===== src/rtl/loa_eval_pkg.sv =====
// Shared types and width helpers for the lower-part-OR adder error evaluator.
//   state_t : sweep controller states
//   cnt_w   : width of the error-count accumulator   (2W+1)
//   sae_w   : width of the sum-of-absolute-errors    (2W+P+1)
//   sum_w   : width of the signed error sum          (2W+P+2)
//   max_w   : width of the maximum absolute error    (P+1)
package loa_eval_pkg;

   typedef enum logic [1:0] {
      IDLE  = 2'd0,
      SWEEP = 2'd1,
      DRAIN = 2'd2
   } state_t;

   function automatic int cnt_w(input int w);
      return 2 * w + 1;
   endfunction

   function automatic int sae_w(input int w, input int p);
      return 2 * w + p + 1;
   endfunction

   function automatic int sum_w(input int w, input int p);
      return 2 * w + p + 2;
   endfunction

   function automatic int max_w(input int p);
      return p + 1;
   endfunction

endpackage


===== src/rtl/loa_err_calc.sv =====
// Combinational error model for a W-bit lower-part-OR adder with P
// approximated LSBs. Computes both the exact and the approximate sum and
// returns their difference.
//   a, b  : operands (W bits)
//   e     : exact - approx, two's complement, W+2 bits
//   e_abs : |e|, P+1 bits (|e| < 2^P always holds)
module loa_err_calc
   import loa_eval_pkg::*;
#(
   parameter int W = 6,
   parameter int P = 2
) (
   input  logic [W-1:0]        a,
   input  logic [W-1:0]        b,
   output logic signed [W+1:0] e,
   output logic [P:0]          e_abs
);

   localparam logic [W-1:0] LO_MASK = W'((64'd1 << P) - 64'd1);

   logic         carry;
   logic [W:0]   exact;
   logic [W:0]   hi_sum;
   logic [W:0]   approx;

   // Carry into the exact upper part is the AND of the top approximated bit pair.
   generate
      if (P > 0) begin : g_carry
         assign carry = a[P-1] & b[P-1];
      end else begin : g_no_carry
         assign carry = 1'b0;
      end
   endgenerate

   assign exact  = {1'b0, a} + {1'b0, b};

   // Masked operands leave the low P bits of hi_sum at zero, so the OR part
   // can be merged in without interfering.
   assign hi_sum = {1'b0, a & ~LO_MASK} + {1'b0, b & ~LO_MASK} + ((W + 1)'(carry) << P);
   assign approx = hi_sum | {1'b0, (a | b) & LO_MASK};

   assign e = $signed({1'b0, exact}) - $signed({1'b0, approx});

   // |e| < 2^P, so negating only the low P+1 bits is exact.
   assign e_abs = e[W+1] ? (~e[P:0] + (P + 1)'(1)) : e[P:0];

endmodule


===== src/rtl/loa_error_eval.sv =====
// Sequential characterisation engine for lower-part-OR approximate adders.
// On start it sweeps every operand pair {a,b} (b fastest), registers the
// per-pair error, and accumulates error metrics one cycle later.
//   clk, rst : clock, asynchronous active-high reset
//   start    : begin a sweep (sampled only in IDLE)
//   busy     : high during SWEEP and DRAIN (N+1 cycles)
//   done     : one-cycle pulse in the first IDLE cycle after a sweep
//   err_cnt  : number of pairs with nonzero error
//   sae      : sum of absolute errors
//   err_sum  : signed sum of (exact - approx)
//   max_abs  : largest absolute error seen
//
// state | meaning
// IDLE  | waiting for start; outputs hold the last results
// SWEEP | one operand pair issued per cycle into the error register
// DRAIN | last registered error accumulated, then back to IDLE
module loa_error_eval
   import loa_eval_pkg::*;
#(
   parameter int W = 6,
   parameter int P = 2
) (
   input  logic                     clk,
   input  logic                     rst,
   input  logic                     start,
   output logic                     busy,
   output logic                     done,
   output logic [cnt_w(W)-1:0]      err_cnt,
   output logic [sae_w(W, P)-1:0]   sae,
   output logic [sum_w(W, P)-1:0]   err_sum,
   output logic [max_w(P)-1:0]      max_abs
);

   localparam int CNT_W = cnt_w(W);
   localparam int SAE_W = sae_w(W, P);
   localparam int SUM_W = sum_w(W, P);
   localparam logic [2*W-1:0] LAST_PAIR = '1;

   state_t state, state_nxt;
   logic   clear;
   logic   issue;

   logic [2*W-1:0]        cnt;
   logic signed [W+1:0]   e_now;
   logic [P:0]            abs_now;
   logic signed [W+1:0]   e_q;
   logic [P:0]            abs_q;
   logic                  valid_q;

   loa_err_calc #(
      .W (W),
      .P (P)
   ) u_calc (
      .a     (cnt[2*W-1:W]),
      .b     (cnt[W-1:0]),
      .e     (e_now),
      .e_abs (abs_now)
   );

   always_ff @(posedge clk or posedge rst) begin
      if (rst) begin
         state <= IDLE;
      end else begin
         state <= state_nxt;
      end
   end

   always_comb begin
      state_nxt = state;
      busy      = 1'b0;
      clear     = 1'b0;
      issue     = 1'b0;
      case (state)
         IDLE: begin
            if (start) begin
               state_nxt = SWEEP;
               clear     = 1'b1;
            end
         end
         SWEEP: begin
            busy  = 1'b1;
            issue = 1'b1;
            if (cnt == LAST_PAIR) begin
               state_nxt = DRAIN;
            end
         end
         DRAIN: begin
            busy      = 1'b1;
            state_nxt = IDLE;
         end
         default: begin
            state_nxt = IDLE;
         end
      endcase
   end

   // done marks the first IDLE cycle, i.e. the cycle after DRAIN.
   always_ff @(posedge clk or posedge rst) begin
      if (rst) begin
         done <= 1'b0;
      end else begin
         done <= (state == DRAIN);
      end
   end

   always_ff @(posedge clk or posedge rst) begin
      if (rst) begin
         cnt     <= '0;
         e_q     <= '0;
         abs_q   <= '0;
         valid_q <= 1'b0;
         err_cnt <= '0;
         sae     <= '0;
         err_sum <= '0;
         max_abs <= '0;
      end else if (clear) begin
         cnt     <= '0;
         e_q     <= '0;
         abs_q   <= '0;
         valid_q <= 1'b0;
         err_cnt <= '0;
         sae     <= '0;
         err_sum <= '0;
         max_abs <= '0;
      end else begin
         valid_q <= issue;
         if (issue) begin
            cnt   <= cnt + (2 * W)'(1);
            e_q   <= e_now;
            abs_q <= abs_now;
         end
         if (valid_q) begin
            err_cnt <= err_cnt + CNT_W'(|e_q);
            sae     <= sae + SAE_W'(abs_q);
            err_sum <= err_sum + {{(SUM_W - W - 2){e_q[W+1]}}, e_q};
            if (max_abs <= abs_q) begin
               max_abs <= abs_q;
            end
         end
      end
   end

endmodule

===== config.mk =====
export PLATFORM = sky130hd
export DESIGN_NAME = loa_error_eval
export DESIGN_NICKNAME = d
export VERILOG_FILES = /design/src/rtl/loa_eval_pkg.sv /design/src/rtl/loa_err_calc.sv /design/src/rtl/loa_error_eval.sv
export SDC_FILE = /design/constraint.sdc
export NUM_CORES = 1
export LEC_CHECK = 0
export ABC_AREA = 1
export CAP_MARGIN = 25
export CORE_MARGIN = 5
export CORE_UTILIZATION = 25
export DETAILED_ROUTE_END_ITERATION = 8
export GPL_ROUTABILITY_DRIVEN = 0
export PLACE_DENSITY = 0.45
export SYNTH_ARGS = -nofsm -noshare
export SYNTH_HDL_FRONTEND = slang
export SYNTH_SLANG_ARGS = --single-unit

===== constraint.sdc =====
create_clock -name clk -period 3.92 [get_ports clk]
set_clock_uncertainty 0.05 [all_clocks]
set_input_delay 0.588 -clock clk [delete_from_list [all_inputs] [get_ports clk]]
set_output_delay 0.588 -clock clk [all_outputs]
set_load 0.005 [all_outputs]

### Word level (Yosys, flattened, before mapping)

Cells that the tools add are included.

| storage, ports and cells | value |
|---|---|
| logic and storage cells | 61 |
| input port bits | 3 |
| output and inout bits | 49 |
| register bits after elaboration | 74 |

| cells by class | value |
|---|---|
| mux-type cells | 24 |
| reduce and logical (&&, ||, !) cells | 8 |
| $add $sub $neg | 9 |
| equal/unequal tests | 5 |
| order comparisons | 1 |
| bitwise operators | 4 |

Operator list:

| cell | number |
|---|---|
| two-way mux 16 bit | 2 |
| two-way mux 15 bit | 2 |
| two-way mux 13 bit | 2 |
| two-way mux 12 bit | 2 |
| two-way mux 3 bit | 6 |
| adder 16 bit | 1 |
| two-way mux 8 bit | 2 |
| adder 15 x 3 -> 15 bit | 1 |
| adder 6 x 6 -> 7 bit | 2 |
| adder 13 x 1 -> 13 bit | 1 |
| adder 12 x 1 -> 12 bit (second input constant) | 1 |
| == test 12 bit (second input constant) | 1 |
| OR reduction 8 bit | 1 |
| subtractor 7 x 7 -> 8 bit | 1 |
| adder 7 x 3 -> 7 bit | 1 |
| OR 7 x 2 -> 7 bit | 1 |
| nonzero test 2 bit | 3 |
| two-way mux 1 bit | 5 |
| two-way mux 2 bit | 2 |
| inequality test 2 bit (second input constant) | 2 |
| case mux 2 bit (2 select lines) | 1 |
| AND reduction 2 bit | 2 |
| adder 3 x 1 -> 3 bit (second input constant) | 1 |
| <= comparator 3 bit | 1 |
| other kinds (7) | 7 |

### Longest topological paths before layout

Gate-level depths: netlist of the first run.

| logic depth | value |
|---|---|
| word-level depth | 9 |
| depth in mapped cells | 16 |
| gate-level depth less buffers | 16 |

### By module

From an unflattened synthesis of the first run, not the netlist that was laid out.

| second synthesis, totals | value |
|---|---|
| cell total of the unflattened synthesis | 717 |
| area total of the unflattened synthesis | 5221.3 um2 |

Modules (own cells, without submodules):

| module | area an instance (um2) | cells an instance | seq. area each (um2) | instances |
|---|---|---|---|---|
| loa_error_eval | 4471.8 | 606 | 1851.8 | 1 |
| loa_err_calc | 749.5 | 111 | 0.0 | 1 |

### Least setup slack after synthesis of the first run

No wires, ideal clock.

| timing path | value |
|---|---|
| path type | flip-flop to flip-flop |
| from | reg cnt[7] |
| to | reg abs_q[1] |
| cell stages (with the launch flop) | 16 |
| data arrival time | 3.128 ns |
| path buffers | 0 |
| data required time | 3.805 ns |
| library setup time | 0.065 ns |
| period minus slack after synthesis | 3.243 ns |
| path slack | 0.677 ns |
| path through | dfrtp_1 > nand2_1 > inv_2 > fa_1 > ha_1 > inv_1 > fa_1 > fa_1 > ha_1 > inv_1 > o21ai_0 > a21oi_1 > nand3_1 > nand2_1 > nand3_1 > nand2_1 |

| between the ends | value |
|---|---|
| word-level cells in the longest chain between the ends | 8 |
| elaborated cells on any way between the ends | 11 |
| those cells by class | 4 x add/sub; 3 x mux; 4 x bitwise |

RTL lines:

| item | line | RTL |
|---|---|---|
| start, declared | loa_error_eval.sv:43 | `logic [2*W-1:0] cnt;` |
| start signal, assigned | loa_error_eval.sv:128 | `cnt <= cnt + (2 * W)'(1);` |
| branches (longest 2 deep; another with adder 6 x 6 -> 7 bit) | n/a |  |
| subtractor 7 x 7 -> 8 bit (*) | loa_err_calc.sv:42 | `assign e = $signed({1'b0, exact}) - $signed({1'b0, approx});` |
| inverter 3 bit | loa_err_calc.sv:45 | `assign e_abs = e[W+1] ? (~e[P:0] + (P + 1)'(1)) : e[P:0];` |
| adder 3 x 1 -> 3 bit | loa_err_calc.sv:45 |  |
| two-way mux 3 bit (*) | loa_err_calc.sv:45 |  |
| two-way mux 3 bit (*) | loa_error_eval.sv:127 | `if (issue) begin` |
| two-way mux 3 bit (*) | loa_error_eval.sv:116 | `end else if (clear) begin` |
| end signal, assigned | loa_error_eval.sv:130 | `abs_q <= abs_now;` |
| end, declared | loa_error_eval.sv:47 | `logic [P:0] abs_q;` |

Every way passes the cells marked *. The select of a mux whose other input is x is not followed.
A chain may end at the register's enable or synchronous reset.

### Final worst setup path of the first run

| timing path | value |
|---|---|
| from | reg cnt[7] |
| to | reg e_q[7] |

| between the ends | value |
|---|---|
| word-level cells in the longest chain between the ends | 6 |
| elaborated cells on any way between the ends | 8 |
| those cells by class | 3 x add/sub; 2 x mux; 3 x bitwise |

RTL lines:

| item | line | RTL |
|---|---|---|
| AND 1 bit | loa_err_calc.sv:29 | `assign carry = a[P-1] & b[P-1];` |
| adder 7 x 3 -> 7 bit | loa_err_calc.sv:39 | `assign hi_sum = {1'b0, a & ~LO_MASK} + {1'b0, b & ~LO_MASK} + ((W + 1)'(carry) << P);` |
| OR 7 x 2 -> 7 bit | loa_err_calc.sv:40 | `assign approx = hi_sum \| {1'b0, (a \| b) & LO_MASK};` |
| subtractor 7 x 7 -> 8 bit (*) | loa_err_calc.sv:42 |  |
| two-way mux 8 bit (*) | loa_error_eval.sv:127 |  |
| two-way mux 8 bit (*) | loa_error_eval.sv:116 |  |
| end signal, assigned | loa_error_eval.sv:129 | `e_q <= e_now;` |
| end, declared | loa_error_eval.sv:46 | `logic signed [W+1:0] e_q;` |

Every way passes the cells marked *; elsewhere a longest branch is shown, timed or not. The select of a mux whose other input is x is not followed.

==> impl_table.tex, run 1 <==
\begin{tabular}{lr}
\hline
Metric & Value \\
\hline
\multicolumn{2}{l}{\textbf{Min path}} \\
Number of cells on the worst hold path & 2 \\
Start point of the worst min-delay path & err\_sum[14] \\
Hold worst-path end & err\_sum[14] \\
Type of the most critical hold path & reg -> reg \\
\multicolumn{2}{l}{\textbf{Outcome}} \\
Status & finished, final reports clean \\
\multicolumn{2}{l}{\textbf{Routing}} \\
Number of vias per cell after detailed routing & about 4.3 \\
Drt initial violations & 161 \\
Overall routed net length & $\sim$13000 um \\
Number of remaining DRC errors & 0 \\
Final routed wire length divided by cell count & 12.7 um \\
Remaining antenna violation count & 0 \\
Routed vias & 4429 \\
Router iterations before antenna repair & 4 \\
\multicolumn{2}{l}{\textbf{Timing}} \\
Clock period minus final worst setup slack & 3.56 ns \\
Max Transition Viols Final & 0 \\
PnR worst setup slack & 0.364 ns \\
Setup TNS & 0 ns \\
Worst-margin pin slew & 0.501 ns \\
Unrepaired setup endpoints after global routing & false \\
Final Cycle Share & approximately 91\% \\
Fmax achieved & 0.281 GHz \\
Fin. Hold Viols & 0 \\
Number of endpoints failing setup at the final stage & 0 \\
Relative slew slack & 66.6\% \\
\multicolumn{2}{l}{\textbf{Place}} \\
Detailed-placement wirelength estimate & 10000 um \\
Placement Setup Slack & between 0.3 and 0.4 ns \\
IO buf count & 51 \\
Post-DP Area & 5890 um2 \\
\multicolumn{2}{l}{\textbf{Floorplan}} \\
Core region area & about 20000 um2 \\
Starting density of the core & 25.2\% \\
Horizontal die dimension & 152 um \\
Ports placed on the boundary & 52 \\
Chip height & 152 um \\
Site Rows & 52 \\
Floorplan die area & roughly 23000 um2 \\
\multicolumn{2}{l}{\textbf{Synth}} \\
Count of cell types in the netlist & 36 \\
Post-synthesis register bit count & 73 \\
Cell type contributing the most total cell area after synthesis & dfrtp\_1 \\
Post-synth top cells & nand2\_1 (206), inv\_1 (106), dfrtp\_1 (73) \\
Post-Synthesis Cells & 691 \\
Flip-flop cell with the highest count after synthesis & dfrtp\_1 \\
Synthesized net count & $\sim$740 \\
Dominant cell by count in the synthesized netlist & nand2\_1 \\
Proportion of synthesized flip-flops having asynchronous set or reset & 100\% \\
Area contributors post-synth & dfrtp\_1 (36\%), nand2\_1 (15\%), ha\_1 (10\%) \\
Area share of the largest cell type after synthesis & 36.2\% \\
Syn\_area\_per\_cell & 7.30 um2 \\
Part of the Yosys area used for sequential elements & 36.2\% \\
Total standard cell area after synthesis & between 5000 and 6000 um2 \\
Number of enable-type register cells in the synthesized netlist & 0 \\
Number of warnings issued by yosys & 0 \\
\multicolumn{2}{l}{\textbf{Worst setup path}} \\
Most common cell type on the critical path & fa\_1 \\
Required @ worst endpoint & 4.14 ns \\
Startpoint Class & register \\
CP endpoint kind & register \\
Worst reg-to-reg setup slack & 0.36 ns \\
Worst setup path category & reg -> reg \\
CP Max Fanout & 6 \\
R2R cell count & 13 \\
Reg2reg start & cnt[7] \\
Crit path cell chain & nand2\_1, inv\_2, fa\_1, ha\_1, inv\_1, fa\_1, fa\_1, ha\_1, inv\_1, o21ai\_0, a21oi\_1, nand3\_1, o21ai\_0 \\
Data arrival at the endpoint of the critical path & approximately 3.8 ns \\
Maximum single-stage delay on the critical path & 0.45 ns \\
End of the worst register-to-register path & e\_q[7] \\
Slowest cell on the critical path & dfrtp\_1 \\
\multicolumn{2}{l}{\textbf{CTS}} \\
Cell at the root of the clock tree & clkbuf\_16 \\
Number of gates resized after CTS & 0 \\
H-Tree Depth & 3 \\
Longest Clk Path Bufs & 2 \\
Setup Buffers After CTS & 0 \\
CTS tree & done \\
Inserted Clock Buffers & 9 \\
Later-pin clock latency in the skew report & 0.35 ns \\
Clock transition at path regs & 0.07 ns \\
Total number of clock tree sinks & 73 \\
Post-cts hold buffer count & 0 \\
\multicolumn{2}{l}{\textbf{Job}} \\
Maxcap violations & 0 \\
\multicolumn{2}{l}{\textbf{GRT}} \\
GRT Total Usage & 11.8\% \\
Pin count of the biggest net entering global routing & 26 \\
Antenna violations before repair & 0 \\
Number of global-route vias before repair & around 4400 \\
Leftover overflow at the end of global routing & 0 \\
Wire length of the first global-routing pass & 22600 um \\
\multicolumn{2}{l}{\textbf{Layout}} \\
Fill cells & 2228 \\
Area of combinational cells with multiple inputs & 2760 um2 \\
Area of all sequential standard cells & 1830 um2 \\
Share of post-route cells with drive strength above 1 & 5.96\% \\
Final cell utilization of the core & roughly 30\% \\
Diode insertion count for antenna repair & 0 \\
Post-route design area & 6180 um2 \\
Area Growth Syn to Fin & 22.5\% \\
Post-layout net count & 803 \\
\multicolumn{2}{l}{\textbf{Power}} \\
Pwr Density & 561 nW/um2 \\
Static Leak & 3.03 nW \\
Max rail drop VDD & between 0.2 and 0.3 mV \\
\hline
\end{tabular}
## worst max-delay path by stage
stage / startpoint / to / slack, ns / cells after the start
2_1_floorplan: cnt[7] / abs_q[1] / 0.68 / 15
3_3_place_gp: cnt[7] / abs_q[1] / 0.45 / 15
3_5_place_dp: cnt[7] / e_q[7] / 0.37 / 13
4_1_cts: cnt[7] / e_q[7] / 0.36 / 13
5_1_grt: cnt[7] / e_q[7] / 0.11 / 13
6_report: cnt[7] / e_q[7] / 0.36 / 13
## cell families (layout without fill, tap and decap cells)
logic type	after synthesis	after routing	synth area share, %
buffers and inverters	119	183	9.08
flip-flops	73	73	36.2
AND/OR/NAND/NOR	348	348	29.6
adder cells (fa/ha/maj)	50	50	13.7
AO/OA/AOI/OAI	95	95	10.3
XOR/XNOR	6	6	1.04
## layout by cell type (no fill, tap or decap), types with 3 or more instances in the layout
| cell type | netlist | layout |
|---|---|---|
| a21oi_1 | 37 | 37 |
| a22o_1 | 5 | 5 |
| buf_4 | 1 | 6 |
| clkbuf_16 | 0 | 9 |
| clkdlybuf4s50_1 | 0 | 51 |
| clkinv_2 | 0 | 3 |
| clkinv_4 | 0 | 3 |
| dfrtp_1 | 73 | 73 |
| fa_1 | 9 | 9 |
| ha_1 | 41 | 41 |
| inv_1 | 106 | 105 |
| inv_2 | 4 | 4 |
| nand2_1 | 206 | 206 |
| nand2_2 | 5 | 5 |
| nand3_1 | 45 | 45 |
| nand3b_1 | 4 | 4 |
| nand4_1 | 10 | 10 |
| nor2_1 | 46 | 46 |
| nor2_2 | 7 | 7 |
| nor3_1 | 14 | 14 |
| o21ai_0 | 42 | 42 |
| o22ai_1 | 4 | 4 |
| xor2_1 | 4 | 4 |
## routing by layer
metal / GRT usage (%) / routed length [um] / vias to the layer above / part of all wire (%)
met5: 0 / 0 / - / 0
met4: 3.25 / 207 / 0 / 1.6
met3: 3.13 / 452 / 13 / 3.5
met2: 19.0 / 5990 / 64 / 46
met1: 15.6 / 6320 / 2016 / 49
li1: - / - / 2336 / -
## stage by stage
stage	hold WS, ns	instances	total power (W)
after floorplan	0.425	691	0.00214
final	0.461	1025	0.00347
after global routing	0.503	1025	0.00380
after detailed placement	0.450	1009	0.00272
after global placement	0.452	1009	0.00271
after CTS	0.467	1025	0.00355
## critical path: cells and delay by family (launching register included)
kind	cells	cell delay [ns]
fa+ha+maj	5	1.84
compound gates	3	0.56
flops	1	0.45
buf+inv	3	0.24
simple gates	2	0.33
## registers in the layout (all words and copies together) (netlist names)
| signal | flops |
|---|---|
| abs_q | 2 |
| cnt | 12 |
| done | 1 |
| e_q | 8 |
| err_cnt | 13 |
| err_sum | 16 |
| max_abs | 3 |
| sae | 15 |
| state | 2 |
| valid_q | 1 |
## power by group
group          leakage [nW]  switching [W]  internal [W]
clock                 0.138       0.000354      0.000447
combinational          1.90       0.000940      0.000640
sequential            0.996       0.000182      0.000904
total                  3.03        0.00148       0.00199
## layout make-up
type,count,share of cell area [%]
timing repair buffer,57,9.00
multi-input combinational,499,44.7
sequential,73,29.6
clock buffer,10,3.87
tap,270,5.47
inverter,110,6.71
clock inverter,6,0.709
No activity file was read; power rests on OpenSTA's default activity.
==> run 2: changes to the inputs <==
--- a/config.mk
+++ b/config.mk
@@ -8,10 +8,11 @@
 export ABC_AREA = 1
 export CAP_MARGIN = 25
 export CORE_MARGIN = 5
-export CORE_UTILIZATION = 25
+export CORE_UTILIZATION = 58
 export DETAILED_ROUTE_END_ITERATION = 8
 export GPL_ROUTABILITY_DRIVEN = 0
-export PLACE_DENSITY = 0.45
+export PLACE_DENSITY = 0.84
+export SLEW_MARGIN = 10
 export SYNTH_ARGS = -nofsm -noshare
 export SYNTH_HDL_FRONTEND = slang
 export SYNTH_SLANG_ARGS = --single-unit
==> run 2 against run 1 <==
Compared with the run above: die area decreased by 54%; clock power decreased by 25%; critical path depth increased by 2; design area decreased by 5.1%; count of clock-buffer cells in the layout unchanged; flip-flop and latch count unchanged; sequential power about the same; worst setup slack about the same; first-iteration DRC count increased by 47%; via count increased by 4.7%; largest power group unchanged.
==> impl_table.tex, run 2 (synthesized netlist as in run 1, its figures left out) <==
\begin{tabular}{lr}
\hline
Metric & Value \\
\hline
\multicolumn{2}{l}{\textbf{Outcome}} \\
Status & finished, final reports clean \\
\multicolumn{2}{l}{\textbf{Worst setup path}} \\
CP endpoint kind & register \\
Maximum single-stage delay on the critical path & 0.46 ns (about the same) \\
Startpoint Class & register \\
CP Max Fanout & 6 (unchanged) \\
Required @ worst endpoint & 4.15 ns (about the same) \\
CP top delay family & adder cells \\
Worst setup path category & reg -> reg \\
Number of buffers and inverters on the critical path & 3 (unchanged) \\
Slowest cell on the critical path & dfrtp\_1 \\
Crit path cell chain & nand2\_1, inv\_2, fa\_1, ha\_1, inv\_1, fa\_1, fa\_1, ha\_1, inv\_1, o21ai\_0, a21oi\_1, nand3\_1, nand2\_1, nand3\_1, nand2\_1 \\
Data arrival at the endpoint of the critical path & 3.79 ns (+0.02 ns) \\
\multicolumn{2}{l}{\textbf{GRT}} \\
Leftover overflow at the end of global routing & 0 (unchanged) \\
Antenna violations before repair & 0 (unchanged) \\
Pin count of the biggest net entering global routing & 30 (+15\%) \\
Wire length of the first global-routing pass & 19500 um (-14\%) \\
GRT Total Usage & 22.7\% (+11 points) \\
Number of global-route vias before repair & 4480 (+1.7\%) \\
\multicolumn{2}{l}{\textbf{Min path}} \\
Type of the most critical hold path & reg -> reg \\
\multicolumn{2}{l}{\textbf{Routing}} \\
Number of vias per cell after detailed routing & 5.39 (+25\%) \\
Router iterations before antenna repair & 4 (unchanged) \\
Final routed wire length divided by cell count & 13.3 um (+5.1\%) \\
Overall routed net length & 11400 um (-12\%) \\
Number of remaining DRC errors & 0 (unchanged) \\
Remaining antenna violation count & 0 (unchanged) \\
Routed vias & 4637 (+4.7\%) \\
Drt initial violations & 236 (+47\%) \\
\multicolumn{2}{l}{\textbf{Power}} \\
Static Leak & 2.97 nW (-1.9\%) \\
Max rail drop VDD & 0.307 mV (+11\%) \\
Pwr Density & 549 nW/um2 (-2.2\%) \\
\multicolumn{2}{l}{\textbf{CTS}} \\
Number of gates resized after CTS & 0 (unchanged) \\
Total number of clock tree sinks & 73 (unchanged) \\
Inserted Clock Buffers & 9 (unchanged) \\
Longest Clk Path Bufs & 2 (unchanged) \\
Post-cts hold buffer count & 0 (unchanged) \\
Setup Buffers After CTS & 0 (unchanged) \\
CTS tree & done \\
Cell at the root of the clock tree & clkbuf\_8 \\
H-Tree Depth & 3 (unchanged) \\
Clock transition at path regs & 0.09 ns (+0.02 ns) \\
Later-pin clock latency in the skew report & 0.35 ns (about the same) \\
\multicolumn{2}{l}{\textbf{Layout}} \\
Top register by number of flip-flops & err\_sum \\
Post-layout net count & 800 (-0.37\%) \\
Share of post-route cells with drive strength above 1 & 5.45\% (-0.51 points) \\
Diode insertion count for antenna repair & 0 (unchanged) \\
Final cell utilization of the core & 68.2\% (+37 points) \\
Top flop regs & err\_sum (16), sae (15), err\_cnt (13) \\
Max reg flops & 16 (unchanged) \\
Area Growth Syn to Fin & 16.2\% \\
Fill cells & 699 (-69\%) \\
Most common library cell in the layout ignoring fill and taps & nand2\_1 \\
Most frequent cells in the layout & nand2\_1 (206), inv\_1 (105), dfrtp\_1 (73) \\
\multicolumn{2}{l}{\textbf{Place}} \\
IO buf count & 51 (unchanged) \\
Detailed-placement wirelength estimate & 8600 um (-14\%) \\
Placement Setup Slack & 0.393 ns (+0.0217 ns) \\
\multicolumn{2}{l}{\textbf{Timing}} \\
Unrepaired setup endpoints after global routing & false \\
Fin. Hold Viols & 0 (unchanged) \\
Number of endpoints failing setup at the final stage & 0 (unchanged) \\
Setup TNS & 0 ns (unchanged) \\
Max Transition Viols Final & 0 (unchanged) \\
Clock period minus final worst setup slack & 3.56 ns (-0.0000520 ns) \\
Final Cycle Share & 90.7\% (about the same) \\
Relative slew slack & 48.0\% (-19 points) \\
PnR worst setup slack & 0.364 ns (+0.0000520 ns) \\
Worst-margin pin slew & 0.779 ns (+0.278 ns) \\
Fmax achieved & 0.281 GHz (about the same) \\
\multicolumn{2}{l}{\textbf{Job}} \\
Maxcap violations & 0 (unchanged) \\
\multicolumn{2}{l}{\textbf{Floorplan}} \\
Floorplan die area & 10700 um2 (-54\%) \\
Ports placed on the boundary & 52 (unchanged) \\
Chip height & 103 um (-32\%) \\
Starting density of the core & 58.7\% (+34 points) \\
Horizontal die dimension & 103 um (-32\%) \\
Core region area & 8590 um2 (-57\%) \\
Site Rows & 34 (-35\%) \\
\hline
\end{tabular}
-- run 2: changes by cell type in the layout (fill, tap and decap cells not counted), sizes merged --
cell / previous run / this run
buf: 6 / 3
bufinv: 0 / 1
clkinv: 6 / 4
inv: 109 / 110
-- run 2: worst paths after layout --
kind / startpoint / to / slack, ns / cells past startpoint
max reg2reg: cnt[7] / abs_q[1] / 0.36 / 15
min in group asynchronous: rst / valid_q / 0.51 / 2
min: err_sum[7] / err_sum[7] / 0.47 / 2
min reg2reg: err_sum[7] / err_sum[7] / 0.47 / 2
max: cnt[7] / abs_q[1] / 0.36 / 15
max in group asynchronous: rst / err_sum[5] / 2.57 / 3
-- run 2: tightest hold or removal path: cells and delay by family, from the launching register on --
kind             cells  cell delay, ns
flip-flops           1            0.38
AND/OR/NAND/NOR      2            0.11
-- run 2: cell type report --
cell class,instances,area (um2),share of cell area [%]
multi-input cells,499,2760,47.1
clock buffers,10,128,2.18
clock inverters,6,68.8,1.17
flip-flops and latches,73,1830,31.2
inverters,110,413,7.04
repair buffers,54,533,9.09
well taps,108,135,2.30
-- run 2: routing by layer --
layer  global-route usage (%)  up-vias  routed length [um]
li1                         -     2322                   -
met1                     28.5     2177                5000
met2                     39.1      119                5730
met3                     3.82       19                 513
met4                     9.26        0                 199
met5                        0        -                   0
-- run 2: report_power, final --
| part | leakage, nW | switching [W] | internal, W |
|---|---|---|---|
| clock | 0.0964 | 0.000300 | 0.000296 |
| sequential | 0.996 | 0.000175 | 0.000902 |
| combinational | 1.88 | 0.000926 | 0.000619 |
| total | 2.97 | 0.00140 | 0.00182 |
-- run 2: through the flow --
step / power (W) / std cells / hold slack [ns] / instance area [um2]
after floorplan: 0.00214 / 691 / 0.425 / 5040
after global placement: 0.00257 / 844 / 0.444 / 5670
after detailed placement: 0.00262 / 844 / 0.447 / 5670
after CTS: 0.00323 / 860 / 0.469 / 5860
after global routing: 0.00350 / 860 / 0.503 / 5860
final: 0.00322 / 860 / 0.467 / 5860
==> patch 1, RTL diff (flow settings as in run 2) <==
`W` is set to 6 in 2 places; all go to 8.
--- a/src/rtl/loa_err_calc.sv
+++ b/src/rtl/loa_err_calc.sv
@@ -7,7 +7,7 @@
 module loa_err_calc
    import loa_eval_pkg::*;
 #(
-   parameter int W = 6,
+   parameter int W = 8,
    parameter int P = 2
 ) (
    input  logic [W-1:0]        a,
--- a/src/rtl/loa_error_eval.sv
+++ b/src/rtl/loa_error_eval.sv
@@ -17,7 +17,7 @@
 module loa_error_eval
    import loa_eval_pkg::*;
 #(
-   parameter int W = 6,
+   parameter int W = 8,
    parameter int P = 2
 ) (
    input  logic                     clk,
Ports: changed (resized err_cnt, err_sum and sae); port bits go from 52 to 64. The function was not compared with the original's and may differ.
==> patch 1 against run 2 <==
- via count up 31%
- area after synthesis grew 29%
- cell area grew 27%
- sequential power fell by 13%
- wire length is 37% higher
- total power decreased by 50%
- sequential cell count increased by 18
- non-clock buffer count up 14
- worst setup slack worse by 32 ps
- largest cell class unchanged
- largest power group is now registers
==> patch 1: results (changes against run 2) <==
[route]
wl_met2_um = 7588  ; +32%
viasPerCell = 5.525  ; +2.5%
first_iter_violations = 488  ; +110%
wl_met3_um = 858  ; +67%
wl_met1_um = 6870  ; +37%
drt_first_pass_iters = 5  ; +1
routedWlPerCell_um = 14.26  ; +7.2%
num_vias = 6078  ; +31%

[timing]
relSlewSlack = 0.4163  ; -0.06371
period_share = 0.9153  ; +0.008127

[critical_path]
critPathLaunch = cnt[9]
rr_worst_depth = 17  ; +2
cpMaxStageDelayCell = fa_1
max_stage_delay_ps = 440  ; -20 ps
crit_fanout = 4  ; -2
crit_arrival_ps = 3800  ; about the same

[placement]
dp_hpwl_um = 11840  ; +38%
port_buffers = 63  ; +24%
dpl.cell_count = 1085  ; +29%

[power_and_ir_drop]
peakVddDrop_v = 0.0001953  ; -36%
leakagePower_nw = 3.825  ; +29%

[grt]
grtUsageMet1 = 0.3141  ; +0.02897
track_usage = 0.2448  ; +0.01731
use_met2 = 0.4173  ; +0.02661
grt_pass1_wl_um = 26720  ; +37%
grt_max_degree = 50  ; +67%
first_global_vias = 5854  ; +31%
grtUsageMet3 = 0.05065  ; +0.01242

[synthesis]
synth_fa_ha_area_frac = 0.1361  ; -0.001325
syn-num-nets = 958  ; +29%
muxShareOfSynthArea = 0  ; unchanged
synthCells = 891  ; +29%
synth_commonest_cells = 256 x nand2_1, 117 x inv_1, 91 x dfrtp_1
synth_cell_types = 43  ; +19%
synthXorXnorAreaFrac = 0.01350  ; +0.003076
netlist_top_cells_area = dfrtp_1 35%, nand2_1 15%, ha_1 10%
synth.yosys.seq_area_share = 0.3509  ; -0.01132
synth_compound_area_frac = 0.1118  ; +0.008866

[cells_and_area]
fin_nets = 1023  ; +28%
fillers = 902  ; +29%
post_route_cells_drive_above_1_share = 0.04479  ; -0.009730
top_regs = err_sum x20, sae x19, err_cnt x17

[worst_hold_path]
holdCritPathClass = reg -> reg

[outcome]
outcome = finished, final reports clean

[cts]
h-tree-depth = 3  ; unchanged

[patch 1: changes by cell type after synthesis, moves of 11 or more]
| cell | change |
|---|---|
| inv_1 | +11 |
| nand2_1 | +50 |
| ha_1 | +12 |
| a21oi_1 | +21 |
| o21ai_0 | +13 |
| nor2_1 | +34 |
| dfrtp_1 | +18 |
[patch 1: metrics by stage]
step                      cell area, µm²  utilization  hold WS, ps
after floorplan                     6490            -        424.4
after global placement              7261       0.6669        443.2
after detailed placement            7261       0.6669        451.4
after CTS                           7462       0.6854        473.1
after global routing                7462       0.6854        504.8
final                               7462       0.6854        471.8
[patch 1: how the worst min path moves through the flow]
stage | startpoint | to | slack, ps | cells after the start
finish | err_sum[7] | err_sum[7] | 470 | 2
global route | err_sum[16] | err_sum[16] | 500 | 2
CTS | e_q[3] | e_q[3] | 470 | 2
detailed placement | e_q[3] | e_q[3] | 450 | 2
global placement | err_sum[9] | err_sum[9] | 440 | 2
floorplan | abs_q[1] | abs_q[1] | 420 | 2
[patch 1: report_power, final]
group	switching (mW)	leakage [nW]	internal, mW	total (mW)
registers	0	1.09	0.938	0.938
clock network	0.334	0.0974	0.325	0.659
logic	0.0183	2.64	0.00326	0.0215
total	0.352	3.82	1.27	1.62
[patch 1: area by class of cell]
class	count	area share
sequential	91	0.3052
inverter	120	0.06103
tap	140	0.02347
multi-input combinational	666	0.4938
timing repair buffer	68	0.08954
clock inverter	4	0.006707
clock buffer	11	0.02029
[patch 1: worst register-to-register path: stages (launching register included)]
cell	delay (ps)
dfrtp_1	400
nand2_1	140
inv_1	100
fa_1	220
ha_1	190
inv_1	50
fa_1	400
o221ai_1	260
xnor2_1	170
fa_1	440
ha_1	350
nand2_1	90
nor2_1	180
nand3_1	160
nand4_1	150
nand2_1	60
nand2_1	50
nand2_1	40
==> patch 2, RTL diff (config.mk and constraints of run 2) <==
Made on the original files. The output `done` loses its register stage (`done` becomes a continuous assignment). Comments in the files are not updated.
--- a/src/rtl/loa_error_eval.sv
+++ b/src/rtl/loa_error_eval.sv
@@ -95,13 +95,7 @@
    end
 
    // done marks the first IDLE cycle, i.e. the cycle after DRAIN.
-   always_ff @(posedge clk or posedge rst) begin
-      if (rst) begin
-         done <= 1'b0;
-      end else begin
-         done <= (state == DRAIN);
-      end
-   end
+   assign done = (state == DRAIN);
 
    always_ff @(posedge clk or posedge rst) begin
       if (rst) begin
Formal check against the unedited RTL: no difference found for any inputs over 10 cycles, from zero or initial values and one cycle with rst high; that may be too few to reach the edited logic, so the function may still have changed.
==> patch 2 against run 2 <==
- sequential cell count fell by 1
- critical path depth fell by 1
- via count fell by 0.47%
- non-clock buffer count did not move
- cell area fell by 0.23%
- worst setup slack got worse by 8.0 ps
- area after synthesis fell by 0.64%
- wire length rose by 1.8%
Power is not compared: it rests on default switching activity, and its combinational part moved more than twofold at a synthesized area within 25%.
==> patch 2: results (changes against run 2) <==
[critical_path]
crit_fanout = 6  ; unchanged
cpMaxStageDelayCell = fa_1
cpLargestDelayFamily = adder cells

[cells_and_area]
fillers = 696  ; -0.43%
final_cell_count_no_fill = 854  ; -0.70%
antenna_cells = 0  ; unchanged
fin_nets = 794  ; -0.75%
post_route_cells_drive_above_1_share = 0.05764  ; +0.003119
top_regs = err_sum x16, sae x15, err_cnt x13

[placement]
pre_cts_ws_ps = 405.7  ; +12.22 ps
dpl.cell_count = 838  ; -0.71%
port_buffers = 51  ; unchanged
dp_hpwl_um = 8819  ; +2.5%

[synthesis]
synthCells = 684  ; -1.0%
synth.yosys.seq_area_share = 0.3596  ; -0.002642
synth_cell_types = 38  ; +5.6%
syn-num-nets = 737  ; -0.94%
netlist_top_cells_area = dfrtp_1 36%, nand2_1 16%, ha_1 10%
synth_commonest_cells = 209 x nand2_1, 99 x inv_1, 72 x dfrtp_1

[power_and_ir_drop]
leakagePower_nw = 3.127
pwr-share-seq = 0.519
peakVddDrop_v = 0.0001640
net-switching-power_mw = 0.3219
clock_power_mw = 0.669

[route]
drt_first_pass_iters = 5  ; +1
routedWlPerCell_um = 13.64  ; +2.5%
num_vias = 4615  ; -0.47%
first_iter_violations = 139  ; -41%

[grt]
grt_pass1_wl_um = 19780  ; +1.5%
first_global_vias = 4409  ; -1.6%
grt_max_degree = 36  ; +20%
track_usage = 0.2318  ; +0.004322
antenna_found_initial = 0  ; unchanged

[timing]
totalNegativeSetupSlack_ps = 0  ; unchanged
timing.final.ws_setup_ps = 356.0  ; -8.048 ps
worst_slew_pin_slew_ps = 755.2  ; -23.91 ps

[cts]
clk_pin_slew_worst_paths_ps = 90  ; about the same
clk_latency_ps = 350  ; about the same
h-tree-depth = 3  ; unchanged
cts_buffers = 9  ; unchanged
post_cts_buffers = 0  ; unchanged
cts-resized-gates = 0  ; unchanged
root_buffer = clkbuf_8

[worst_hold_path]
holdCritPathClass = in -> async

[outcome]
outcome = finished, final reports clean

==> patch 2: cell types whose count changed after synthesis, moves of 3 or more <==
cell / change
nand3_1: -3
nor3_1: -3
o21ai_1: +7
o21ai_0: -11
nand2_1: +3
nor2_1: +6
inv_1: -7
==> patch 2: cells by family after synthesis <==
family | after synthesis | share of synthesized area
adder cells (fa/ha/maj) | 50 | 0.1383
XOR/XNOR | 6 | 0.01049
AND/OR/NAND/NOR | 352 | 0.3039
flip-flops | 72 | 0.3596
AO/OA/AOI/OAI | 91 | 0.09913
buffers and inverters | 113 | 0.08864
==> patch 2: path summary, 6_finish.rpt <==
path | from | end | cells past startpoint
setup / recovery | cnt[1] | abs_q[2] | 14
hold / removal | rst | err_cnt[9] | 2
setup reg to reg | cnt[1] | abs_q[2] | 14
hold reg to reg | err_sum[7] | err_sum[7] | 2
max in group asynchronous | rst | err_sum[14] | 3
min in group clk | err_sum[7] | err_sum[7] | 2
==> patch 2: through the flow <==
step / hold WS (ps) / utilization / instance area [µm²] / power [mW]
floorplan: 424.6 / - / 5011 / 0.7679
global placement: 443.9 / 0.6583 / 5629 / 0.7760
detailed placement: 450.1 / 0.6583 / 5629 / 0.7764
CTS: 412.6 / 0.6841 / 5849 / 1.440
global route: 422.1 / 0.6841 / 5849 / 1.479
finish: 416.8 / 0.6841 / 5849 / 1.429
==> patch 2: area by class of cell <==
cell class,instances,area share
clock buffer,10,0.02182
clock inverter,6,0.01583
inverter,105,0.06738
multi-input combinational,499,0.4727
sequential,72,0.3080
tap,108,0.02310
timing repair buffer,54,0.09112
==> patch 2: metal layers <==
layer,vias up,GRT usage,part of all wire
met1,2172,0.2909,0.43
met4,0,0.08466,0.015
li1,2302,-,-
met2,124,0.4011,0.51
met5,-,0,0
met3,17,0.03924,0.047
